`src/rtl/sprite_arbiter_pkg.sv`:
```
// Shared types and helpers for the sprite arbiter: object geometry, scan FSM states,
// default parameter values.
package sprite_arbiter_pkg;

  localparam int unsigned NumObjDefault = 8;
  localparam int unsigned AddrWDefault  = 18;
  localparam int unsigned CoordW        = 10;
  localparam int unsigned ColourW       = 12;
  localparam logic [ColourW-1:0] TransparentDefault = 12'hF0F;

  typedef enum logic [1:0] {
    StIdle,
    StScan,
    StDone
  } scan_state_e;

  typedef struct packed {
    logic              en;
    logic [CoordW-1:0] posx;
    logic [CoordW-1:0] posy;
    logic [CoordW-1:0] width;
    logic [CoordW-1:0] height;
  } obj_geom_t;

  // pos <= v < pos + size, with an 11-bit end so spans near 1023 never wrap.
  function automatic logic in_span(input logic [CoordW-1:0] pos,
                                   input logic [CoordW-1:0] size,
                                   input logic [CoordW-1:0] v);
    logic [CoordW:0] span_end;
    span_end = {1'b0, pos} + {1'b0, size};
    return (size != '0) && (v >= pos) && ({1'b0, v} < span_end);
  endfunction

endpackage

```
`src/rtl/sprite_arbiter_if.sv`:
```
// Bus between game logic / VGA timing / sprite ROM and the sprite arbiter.
interface sprite_arbiter_if #(
  parameter int unsigned NUM_OBJ = 8,
  parameter int unsigned ADDR_W  = 18
);
  localparam int unsigned IdxW = $clog2(NUM_OBJ);

  logic            cfg_we;
  logic [IdxW-1:0] cfg_idx;
  logic            cfg_en;
  logic [9:0]      cfg_posx;
  logic [9:0]      cfg_posy;
  logic [9:0]      cfg_width;
  logic [9:0]      cfg_height;
  logic [ADDR_W-1:0] cfg_addr;
  logic            frame_start;
  logic            line_start;
  logic [9:0]      line_row;
  logic [9:0]      col;
  logic [9:0]      row;
  logic            video_on;
  logic [ADDR_W-1:0] mem_addr;
  logic [11:0]     mem_data;
  logic [11:0]     vga_data;
  logic            hit;
  logic            scan_busy;

  modport master (
    output cfg_we, cfg_idx, cfg_en, cfg_posx, cfg_posy, cfg_width, cfg_height, cfg_addr,
    output frame_start, line_start, line_row, col, row, video_on, mem_data,
    input  mem_addr, vga_data, hit, scan_busy
  );

  modport slave (
    input  cfg_we, cfg_idx, cfg_en, cfg_posx, cfg_posy, cfg_width, cfg_height, cfg_addr,
    input  frame_start, line_start, line_row, col, row, video_on, mem_data,
    output mem_addr, vga_data, hit, scan_busy
  );
endinterface

```
`src/rtl/sprite_line_scan.sv`:
```
// Per-line scan of the active object table, one slot per cycle, into a double-buffered mask.
module sprite_line_scan
  import sprite_arbiter_pkg::*;
#(
  parameter int unsigned NUM_OBJ = NumObjDefault
) (
  input  logic               clk,
  input  logic               rst_n,
  input  logic               line_start_i,
  input  logic               frame_start_i,
  input  logic [CoordW-1:0]  line_row_i,
  input  obj_geom_t          tbl_i [NUM_OBJ],
  output logic [NUM_OBJ-1:0] line_mask_o,
  output logic               scan_busy_o
);
  localparam int unsigned IdxW = $clog2(NUM_OBJ);
  localparam logic [IdxW-1:0] LastIdx = IdxW'(NUM_OBJ - 1);

  scan_state_e        state_q, state_d;
  logic [IdxW-1:0]    idx_q, idx_d;
  logic [NUM_OBJ-1:0] build_q, build_d;
  logic [NUM_OBJ-1:0] mask_q, mask_d;
  logic [CoordW-1:0]  row_q, row_d;
  logic               slot_hit;

  assign slot_hit = tbl_i[idx_q].en && (tbl_i[idx_q].width != '0) &&
                    in_span(tbl_i[idx_q].posy, tbl_i[idx_q].height, row_q);

  always_comb begin
    state_d = state_q;
    idx_d   = idx_q;
    build_d = build_q;
    mask_d  = mask_q;
    row_d   = row_q;
    unique case (state_q)
      StIdle: begin
        if (line_start_i) begin
          state_d = StScan;
          idx_d   = '0;
          build_d = '0;
          row_d   = line_row_i;
        end
      end
      StScan: begin
        if (frame_start_i) begin
          state_d = StIdle;
        end else if (line_start_i) begin
          idx_d   = '0;
          build_d = '0;
          row_d   = line_row_i;
        end else begin
          build_d[idx_q] = slot_hit;
          if (idx_q == LastIdx) state_d = StDone;
          else                  idx_d = idx_q + 1'b1;
        end
      end
      StDone: begin
        mask_d  = build_q;
        state_d = StIdle;
        // A line_start arriving in the copy cycle must not be dropped.
        if (line_start_i) begin
          state_d = StScan;
          idx_d   = '0;
          build_d = '0;
          row_d   = line_row_i;
        end
      end
      default: state_d = StIdle;
    endcase
  end

  always_ff @(posedge clk or negedge rst_n) begin
    if (!rst_n) begin
      state_q <= StIdle;
      idx_q   <= '0;
      build_q <= '0;
      mask_q  <= '0;
      row_q   <= '0;
    end else begin
      state_q <= state_d;
      idx_q   <= idx_d;
      build_q <= build_d;
      mask_q  <= mask_d;
      row_q   <= row_d;
    end
  end

  assign line_mask_o = mask_q;
  assign scan_busy_o = (state_q == StScan);

endmodule

```
`src/rtl/sprite_arbiter.sv`:
```
// One sprite ROM shared by NUM_OBJ objects: shadow/active object tables, line scan and a
// 3-stage pixel pipeline picking the lowest-index covering object.
module sprite_arbiter
  import sprite_arbiter_pkg::*;
#(
  parameter int unsigned         NUM_OBJ     = NumObjDefault,
  parameter int unsigned         ADDR_W      = AddrWDefault,
  parameter logic [ColourW-1:0]  TRANSPARENT = TransparentDefault
) (
  input logic             clk,
  input logic             rst_n,
  sprite_arbiter_if.slave bus_io
);
  localparam int unsigned IdxW = $clog2(NUM_OBJ);

  obj_geom_t         shadow_q      [NUM_OBJ];
  logic [ADDR_W-1:0] shadow_addr_q [NUM_OBJ];
  obj_geom_t         active_q      [NUM_OBJ];
  logic [ADDR_W-1:0] active_addr_q [NUM_OBJ];

  logic [NUM_OBJ-1:0] line_mask;
  logic               win_valid;
  logic [IdxW-1:0]    win_id;
  logic               s0_valid_q, s1_valid_q, s2_valid_q;
  logic [IdxW-1:0]    s0_id_q;
  logic [CoordW-1:0]  s0_relx_q, s0_rely_q;
  logic [19:0]        prod;
  logic [ADDR_W-1:0]  addr_d, mem_addr_q;
  logic               opaque;

  // Commit reads the old shadow, so a same-cycle cfg write lands in the next frame.
  always_ff @(posedge clk or negedge rst_n) begin
    if (!rst_n) begin
      for (int i = 0; i < NUM_OBJ; i++) begin
        shadow_q[i]      <= '0;
        shadow_addr_q[i] <= '0;
        active_q[i]      <= '0;
        active_addr_q[i] <= '0;
      end
    end else begin
      if (bus_io.cfg_we) begin
        shadow_q[bus_io.cfg_idx] <= '{en:     bus_io.cfg_en,
                                      posx:   bus_io.cfg_posx,
                                      posy:   bus_io.cfg_posy,
                                      width:  bus_io.cfg_width,
                                      height: bus_io.cfg_height};
        shadow_addr_q[bus_io.cfg_idx] <= bus_io.cfg_addr;
      end
      if (bus_io.frame_start) begin
        active_q      <= shadow_q;
        active_addr_q <= shadow_addr_q;
      end
    end
  end

  sprite_line_scan #(
    .NUM_OBJ(NUM_OBJ)
  ) u_line_scan (
    .clk          (clk),
    .rst_n        (rst_n),
    .line_start_i (bus_io.line_start),
    .frame_start_i(bus_io.frame_start),
    .line_row_i   (bus_io.line_row),
    .tbl_i        (active_q),
    .line_mask_o  (line_mask),
    .scan_busy_o  (bus_io.scan_busy)
  );

  // Descending walk so the lowest covering index is the last assignment.
  always_comb begin
    win_valid = 1'b0;
    win_id    = '0;
    for (int i = NUM_OBJ - 1; i >= 0; i--) begin
      if (line_mask[i] && in_span(active_q[i].posx, active_q[i].width, bus_io.col)) begin
        win_valid = 1'b1;
        win_id    = IdxW'(i);
      end
    end
    win_valid = win_valid && bus_io.video_on;
  end

  assign prod   = 20'(s0_rely_q) * 20'(active_q[s0_id_q].width);
  assign addr_d = active_addr_q[s0_id_q] + ADDR_W'(prod) + ADDR_W'(s0_relx_q);

  always_ff @(posedge clk or negedge rst_n) begin
    if (!rst_n) begin
      s0_valid_q <= 1'b0;
      s0_id_q    <= '0;
      s0_relx_q  <= '0;
      s0_rely_q  <= '0;
      s1_valid_q <= 1'b0;
      s2_valid_q <= 1'b0;
      mem_addr_q <= '0;
    end else begin
      s0_valid_q <= win_valid;
      if (win_valid) begin
        s0_id_q   <= win_id;
        s0_relx_q <= bus_io.col - active_q[win_id].posx;
        s0_rely_q <= bus_io.row - active_q[win_id].posy;
      end
      s1_valid_q <= s0_valid_q;
      if (s0_valid_q) mem_addr_q <= addr_d;
      s2_valid_q <= s1_valid_q;
    end
  end

  // The ROM output register is the S2 register; colour keying is applied on its output.
  assign opaque          = s2_valid_q && (bus_io.mem_data != TRANSPARENT);
  assign bus_io.mem_addr = mem_addr_q;
  assign bus_io.vga_data = opaque ? bus_io.mem_data : 12'h000;
  assign bus_io.hit      = opaque;

endmodule

```
`src/flat_wrapper.sv`:
```
// flat-port wrapper written by rule: the top's interface ports become plain ports
module sprite_arbiter_flat import sprite_arbiter_pkg::*;
#(
  parameter int unsigned         NUM_OBJ     = NumObjDefault,
  parameter int unsigned         ADDR_W      = AddrWDefault,
  parameter logic [ColourW-1:0]  TRANSPARENT = TransparentDefault
)
  (clk, rst_n, bus_io_cfg_we, bus_io_cfg_idx, bus_io_cfg_en, bus_io_cfg_posx, bus_io_cfg_posy, bus_io_cfg_width, bus_io_cfg_height, bus_io_cfg_addr, bus_io_frame_start, bus_io_line_start, bus_io_line_row, bus_io_col, bus_io_row, bus_io_video_on, bus_io_mem_data, bus_io_mem_addr, bus_io_vga_data, bus_io_hit, bus_io_scan_busy);
  sprite_arbiter_if #(.NUM_OBJ(NUM_OBJ), .ADDR_W(ADDR_W)) bus_io_i ();
  input logic clk;
  input logic rst_n;
  input wire logic [$bits(bus_io_i.cfg_we)-1:0] bus_io_cfg_we;
  input wire logic [$bits(bus_io_i.cfg_idx)-1:0] bus_io_cfg_idx;
  input wire logic [$bits(bus_io_i.cfg_en)-1:0] bus_io_cfg_en;
  input wire logic [$bits(bus_io_i.cfg_posx)-1:0] bus_io_cfg_posx;
  input wire logic [$bits(bus_io_i.cfg_posy)-1:0] bus_io_cfg_posy;
  input wire logic [$bits(bus_io_i.cfg_width)-1:0] bus_io_cfg_width;
  input wire logic [$bits(bus_io_i.cfg_height)-1:0] bus_io_cfg_height;
  input wire logic [$bits(bus_io_i.cfg_addr)-1:0] bus_io_cfg_addr;
  input wire logic [$bits(bus_io_i.frame_start)-1:0] bus_io_frame_start;
  input wire logic [$bits(bus_io_i.line_start)-1:0] bus_io_line_start;
  input wire logic [$bits(bus_io_i.line_row)-1:0] bus_io_line_row;
  input wire logic [$bits(bus_io_i.col)-1:0] bus_io_col;
  input wire logic [$bits(bus_io_i.row)-1:0] bus_io_row;
  input wire logic [$bits(bus_io_i.video_on)-1:0] bus_io_video_on;
  input wire logic [$bits(bus_io_i.mem_data)-1:0] bus_io_mem_data;
  output wire logic [$bits(bus_io_i.mem_addr)-1:0] bus_io_mem_addr;
  output wire logic [$bits(bus_io_i.vga_data)-1:0] bus_io_vga_data;
  output wire logic [$bits(bus_io_i.hit)-1:0] bus_io_hit;
  output wire logic [$bits(bus_io_i.scan_busy)-1:0] bus_io_scan_busy;
  assign bus_io_i.cfg_we = bus_io_cfg_we;
  assign bus_io_i.cfg_idx = bus_io_cfg_idx;
  assign bus_io_i.cfg_en = bus_io_cfg_en;
  assign bus_io_i.cfg_posx = bus_io_cfg_posx;
  assign bus_io_i.cfg_posy = bus_io_cfg_posy;
  assign bus_io_i.cfg_width = bus_io_cfg_width;
  assign bus_io_i.cfg_height = bus_io_cfg_height;
  assign bus_io_i.cfg_addr = bus_io_cfg_addr;
  assign bus_io_i.frame_start = bus_io_frame_start;
  assign bus_io_i.line_start = bus_io_line_start;
  assign bus_io_i.line_row = bus_io_line_row;
  assign bus_io_i.col = bus_io_col;
  assign bus_io_i.row = bus_io_row;
  assign bus_io_i.video_on = bus_io_video_on;
  assign bus_io_i.mem_data = bus_io_mem_data;
  assign bus_io_mem_addr = bus_io_i.mem_addr;
  assign bus_io_vga_data = bus_io_i.vga_data;
  assign bus_io_hit = bus_io_i.hit;
  assign bus_io_scan_busy = bus_io_i.scan_busy;
  sprite_arbiter #(.NUM_OBJ(NUM_OBJ), .ADDR_W(ADDR_W), .TRANSPARENT(TRANSPARENT)) u_core (.clk(clk), .rst_n(rst_n), .bus_io(bus_io_i));
endmodule
```
`config.mk`:
```
export PLATFORM = sky130hd
export DESIGN_NAME = sprite_arbiter_flat
export DESIGN_NICKNAME = d
export VERILOG_FILES = /design/src/rtl/sprite_arbiter_pkg.sv /design/src/rtl/sprite_arbiter_if.sv /design/src/rtl/sprite_line_scan.sv /design/src/rtl/sprite_arbiter.sv /design/src/flat_wrapper.sv
export SDC_FILE = /design/constraint.sdc
export NUM_CORES = 2
export LEC_CHECK = 0
export ABC_CLOCK_PERIOD_IN_PS = 13800
export CORE_MARGIN = 3
export CORE_UTILIZATION = 57
export CTS_CLUSTER_DIAMETER = 150
export DETAILED_ROUTE_END_ITERATION = 8
export GPL_ROUTABILITY_DRIVEN = 0
export GPL_TIMING_DRIVEN = 0
export PLACE_DENSITY = 0.74
export SYNTH_ARGS = -nofsm -noshare
export SYNTH_HDL_FRONTEND = slang
export SYNTH_SLANG_ARGS = --single-unit
```
`constraint.sdc`:
```
create_clock -name clk -period 13.8 [get_ports clk]
set_clock_uncertainty 0.1 [all_clocks]
set_input_delay 2.76 -clock clk [delete_from_list [all_inputs] [get_ports clk]]
set_output_delay 2.76 -clock clk [all_outputs]
set_load 0.01 [all_outputs]
```
Word level (Yosys, flattened, before mapping). Cells that the tools add are included.

Memories: 0. Bits in writable memories: 0. Flip-flop bits (word level): 1019. ROM bits: 0. Input port bits: 110. Logic and storage cells: 267. Bits in latches: 0.

Multipliers: 1. Eq/ne operators: 10. Shift operators: 0. Reduce and logical (&&, ||, !) cells: 49. Mux-type cells: 56. Add/sub/neg operators: 14. Bitwise logic cells: 4. Order comparisons: 25. Div/mod/pow operators: 0.

Operators with widths (count): $bmux 41 s3 (3); $bwmux 328 (1); $bwmux 144 (1); $demux 41 s3 (1); $mux 41 (3); $reduce_bool 10->1 (10); $add 10x10->11 (9); $lt 10x11->1 (9); $ge 10x10->1 (9); $mux 40 (2); $bmux 18 s3 (1); $demux 18 s3 (1); $mux 18 (3); $mux 20 (2); $mux 3 (12); $logic_and 1x1->1 (32); $mux 8 (3); $mux 10 (2); $pmux 10 s2 (1); $sub 10x10->10 (2); $add 18x10->18 (1); $add 18x18->18 (1); $mul 10x10->18 (1); $ge 4x4->1 const B (4); other kinds (27) (45).

Logic depth before layout (Yosys ltp).
Depth after elaboration: 17. Gate-level depth with buffers: 36. Depth with buffers taken out: 34.

Cells and area by module. A second synthesis with hierarchy kept.

Cells, all modules: 4268. Area, all modules: 54383.4 um^2.

Modules (own cells, without submodules): sprite_arbiter (area each 50512.2 um^2, cells an instance 3848, sequential area each 24723.7 um^2, times used 1); sprite_line_scan (area each 3871.2 um^2, cells an instance 420, sequential area each 775.7 um^2, times used 1).

Worst setup path after synthesis. No wires, ideal clock.

Kind: input to register. From: input port bus_io_col[0]. To: register u_core.s0_relx_q[9]. Setup slack: 6.684 ns. Data arrival time: 6.944 ns. Stages: 25. Cell sequence: inv_1 > ha_1 > nand2b_1 > a211oi_1 > o21ai_0 > a221oi_1 > a311o_1 > nand4_1 > nor2b_1 > buf_4 > buf_6 > mux2i_1 > mux2i_1 > mux2i_1 > ha_1 > nor2b_1 > o21ai_0 > a21oi_1 > o21ai_0 > a21oi_1 > or4_1 > o211a_1 > a211oi_1 > a22oi_1 > nand4b_1.

Word-level cells in the longest chain between the ends: 17. Elaborated cells on any way between the ends: 62. Those cells by class: add/sub (1); order compare (16); mux (19); bitwise (1); reduce/logical (25).

RTL lines: start, declared (RTL line flat_wrapper.sv:23) `input wire logic [$bits(bus_io_i.col)-1:0] bus_io_col;`; $ge 10x10->1 (RTL line sprite_arbiter_pkg.sv:31) `return (size != '0) && (v >= pos) && ({1'b0, v} < span_end);`; $logic_and 1x1->1 (2 in a row) (RTL line sprite_arbiter_pkg.sv:31); $logic_and 1x1->1 (RTL line sprite_arbiter.sv:74) `if (line_mask[i] && in_span(active_q[i].posx, active_q[i].width, bus_io.col)) begin`; $mux 3 (8 in a row) (RTL line sprite_arbiter.sv:74); $not 3->4 (not written as such) (RTL line sprite_arbiter.sv:98) `s0_relx_q <= bus_io.col - active_q[win_id].posx;`; $bmux 41 s3 (RTL line sprite_arbiter.sv:98); $mux 40 (not written as such) (2 in a row) (RTL line sprite_arbiter.sv:98); $sub 10x10->10 (RTL line sprite_arbiter.sv:98); end signal, assigned (RTL line sprite_arbiter.sv:98); end, declared (RTL line sprite_arbiter.sv:26) `logic [CoordW-1:0] s0_relx_q, s0_rely_q;`.

Parallel ways exist; a longest one is shown, timed or not. The select of a mux whose other input is x is not followed. A chain may end at the register's enable or synchronous reset.

Final worst setup path.
From: input port bus_io_col[6]. To: register u_core.s0_rely_q[9].

Word-level cells in the longest chain between the ends: 17. Elaborated cells on any way between the ends: 62. Those cells by class: add/sub (1); order compare (16); mux (19); bitwise (1); reduce/logical (25).

RTL lines: $ge 10x10->1 (RTL line sprite_arbiter_pkg.sv:31); $logic_and 1x1->1 (2 in a row) (RTL line sprite_arbiter_pkg.sv:31); $logic_and 1x1->1 (RTL line sprite_arbiter.sv:74); $mux 3 (8 in a row) (RTL line sprite_arbiter.sv:74); $not 3->4 (not written as such) (RTL line sprite_arbiter.sv:99) `s0_rely_q <= bus_io.row - active_q[win_id].posy;`; $bmux 41 s3 (RTL line sprite_arbiter.sv:99); $mux 40 (2 in a row); $sub 10x10->10 (RTL line sprite_arbiter.sv:99); end signal, assigned (RTL line sprite_arbiter.sv:99); end, declared (RTL line sprite_arbiter.sv:26).

Parallel ways exist; a longest one is shown, timed or not. The select of a mux whose other input is x is not followed.

==> qor.txt <==
Status -> finished with violations
Failing checks -> capacitance limit, slew limit
Worst Setup Start Kind -> input pin
Area leader, netlist -> dfrtp_1
Fill count -> 7028
Die Ht -> 313 um
Clock Latency Late Sink -> 710 ps
Yosys top cell area share -> 47.5%
Setup TNS -> 0 ps
Share of layout cells above drive strength 1 -> 25.9%
Tmin final -> 9750 ps
Synth Instances -> 4237
Core Region -> 92500 sq um
Final wirelength -> 159000 um
Worst hold path class -> reg -> reg
FP Rows -> 111
DP Wirelength -> 115000 um
Final Max Tran Viols -> 18
CP Max Fanout -> 17
Postcts setup bufs -> 0
Final #Nets -> 5024
Die width -> 313 um
I/O Buffers -> 137
Die Area -> 97800 sq um
Sequential-to-total area share from yosys stat -> 47.5%
Top-count cell post-synth -> dfrtp_1
FF+latch area -> 25500 sq um
Fin. Hold Viols -> 0
Drt drc -> 0
Power per cell area -> 162 nW/um^2
Final Total Pwr -> 9820 uW
Final instance area -> 60400 sq um
CTS sink cnt -> 1019
Remaining antenna violation count -> 0
RSZ-0062 raised after global routing -> no
CTS tree -> yes
Clock transition at the registers of the reported paths -> 60 ps
Max clock buf depth -> 3
Max rail drop VDD -> 0.108 mV
Post-Layout Cell Count -> 5829
Max Cap Viol -> 2
Leakage power total -> 0.0267 uW
Mapped Area -> 53700 sq um
Synth warn -> 0
Post-synth cell types -> 67
Worst Path Arrival -> 10250 ps
Routed length per instance -> 27.2 um
Final setup fails -> 0
Resized cells post-CTS -> 0
Syn_area_per_cell -> 12.7 sq um
Clock buffer count from CTS -> 105
Setup WS post-layout -> 4050 ps
Largest net degree at the start of global routing -> 125
Vias in the first global route -> 37300
DP Area -> 56800 sq um
H-tree depth -> 3
IO Pins -> 142
Data required time at the worst endpoint -> 14300 ps
Period utilization -> 70.7%
Post-synth EDFFs -> 0
Synth Net Count -> 4770
Synth cell count leaders -> dfrtp_1, mux2_2, ha_1
Initial Utilization -> 58.0%
Root Buffer -> clkbuf_16
Via count -> 36600
Dpl ws -> 3680 ps
Cells taking the most area after synthesis -> dfrtp_1, mux2_2, ha_1
Async S/R FF share, synth -> 100%
Initial DRT Pass Iterations -> 6
Area growth, synth to finish -> 12.7%
#FFs+latches synth -> 1019
Synth Flop Type -> dfrtp_1
Initial antenna violation count -> 14
Crit. End Element -> flip-flop
Via/cell ratio -> 6.28
Worst-Margin Slew -> 1500 ps
Grt total ovfl -> 0
Kind of critical path -> in -> reg
Iter 0 DRT Violations -> 3485
Overall Global Routing Usage -> 32.5%
Placed cells -> 5627
Multi-input gate area -> 26400 sq um
Slew HR -> -0.518%
Highest Clock Rate -> 0.103 GHz
First-pass GRT wire length -> 236000 um
Cts-stage hold buffer count -> 0
==> cells in the final DEF, fill, tap and decap left out, types with 12 or more instances in the layout <==
master           netlist  layout
xor2_1                41      41
clkbuf_16              0     108
fa_1                 100     100
clkdlybuf4s50_1        0     134
buf_1                 30      30
nand2b_1              40      40
nor4_1                21      21
a22oi_1               83      83
nand4b_1              13      13
a211oi_1              13      12
nor2b_1               46      46
nand2_1              214     214
nand4_1               24      24
dfrtp_1             1019    1019
mux2i_1              142     142
o21a_1                22      22
o21bai_1              25      25
inv_1                254     254
ha_1                 323     323
o21ai_0              185     185
and2_1                32      32
clkinv_2               0      20
buf_2                 14      16
nor2_1                70      70
xnor2_1               54      54
mux2_2               913     913
clkbuf_1             131     152
a21oi_1              122     122
a21o_1                50      50
nor3_1                26      26
mux4_2                56      56
nand3_1               21      21
clkbuf_8               0      24
o211ai_1              17      17
==> final cells by class <==
class	instances	area share, %
flip-flops and latches	1019	42.2
plain buffers	185	1.25
inverters	255	1.58
well taps	1243	2.57
repair buffers	147	2.69
clock inverters	38	0.780
clock buffers	153	5.15
multi-input cells	2778	43.8
diodes	11	0.0455
==> routing by layer <==
| metal | up-vias | track usage [%] | wire length [um] |
|---|---|---|---|
| li1 | 15700 | - | - |
| met1 | 18900 | 43.0 | 63900 |
| met2 | 1506 | 50.5 | 72400 |
| met3 | 474 | 6.84 | 12900 |
| met4 | 8 | 17.3 | 9630 |
| met5 | - | 0 | 54 |
==> kinds of logic after synthesis <==
family                     synth area share (%)
AOI/OAI and AO/OA                          7.24
xor gates and xnor gates                   1.55
adders and majority gates                  11.3
buffers and inverters                      3.19
DFF                                        47.5
muxes                                      24.2
and+or+nand+nor                            5.00
==> per-stage QoR <==
step	util, %	hold WS (ps)
floorplan	-	231
global placement	61.2	236
detailed placement	61.4	242
CTS	65.3	256
global route	65.3	265
finish	65.4	254
==> critical path, cell delays in order <==
cell and delay (ps):
clkdlybuf4s50_1 1220, ha_1 680, a21oi_1 130, o21ai_0 90, a21oi_1 150, o22ai_1 160
a221oi_1 740, o211ai_1 410, a21oi_1 270, buf_4 260, buf_2 520, mux2i_1 170
mux2i_1 700, ha_1 400, o21ai_0 130, a21boi_0 190, o21ai_0 250, a21o_1 190
a21o_1 130, nand2_1 50, a2111o_1 340, o22ai_1 150, nand4b_1 130
==> worst paths after layout <==
| path | start | end | slack [ps] | depth (start not counted) |
|---|---|---|---|---|
| setup / recovery | bus_io_col[6] | u_core.s0_rely_q[9] | 4050 | 23 |
| hold / removal | u_core.s1_valid_q | u_core.s2_valid_q | 250 | 0 |
| setup reg to reg | u_core.s0_id_q[1] | u_core.bus_io.mem_addr[16] | 4630 | 24 |
| hold reg to reg | u_core.s1_valid_q | u_core.s2_valid_q | 250 | 0 |
| max in group asynchronous | rst_n | u_core.active_q[24] | 9730 | 4 |
| min in group asynchronous | rst_n | u_core.bus_io.mem_addr[6] | 1920 | 1 |
==> flip-flops by register name, indices dropped and copies added (netlist names) <==
name,cells
u_core.s0_relx_q,10
u_core.u_line_scan.state_q,2
u_core.u_line_scan.build_q,8
u_core.active_q,328
u_core.s1_valid_q,1
u_core.bus_io.mem_addr,18
u_core.u_line_scan.idx_q,3
u_core.active_addr_q,144
u_core.s0_rely_q,10
u_core.s0_id_q,3
u_core.s0_valid_q,1
u_core.shadow_q,328
u_core.u_line_scan.line_mask_o,8
u_core.u_line_scan.row_q,10
u_core.shadow_addr_q,144
u_core.s2_valid_q,1
==> power breakdown <==
| group | internal [uW] | switching (uW) | total [uW] |
|---|---|---|---|
| logic | 1310 | 1330 | 2640 |
| clock network | 1700 | 1240 | 2940 |
| registers | 3650 | 579 | 4230 |
| total | 6670 | 3150 | 9820 |
Power figures use the tool's default switching activity.
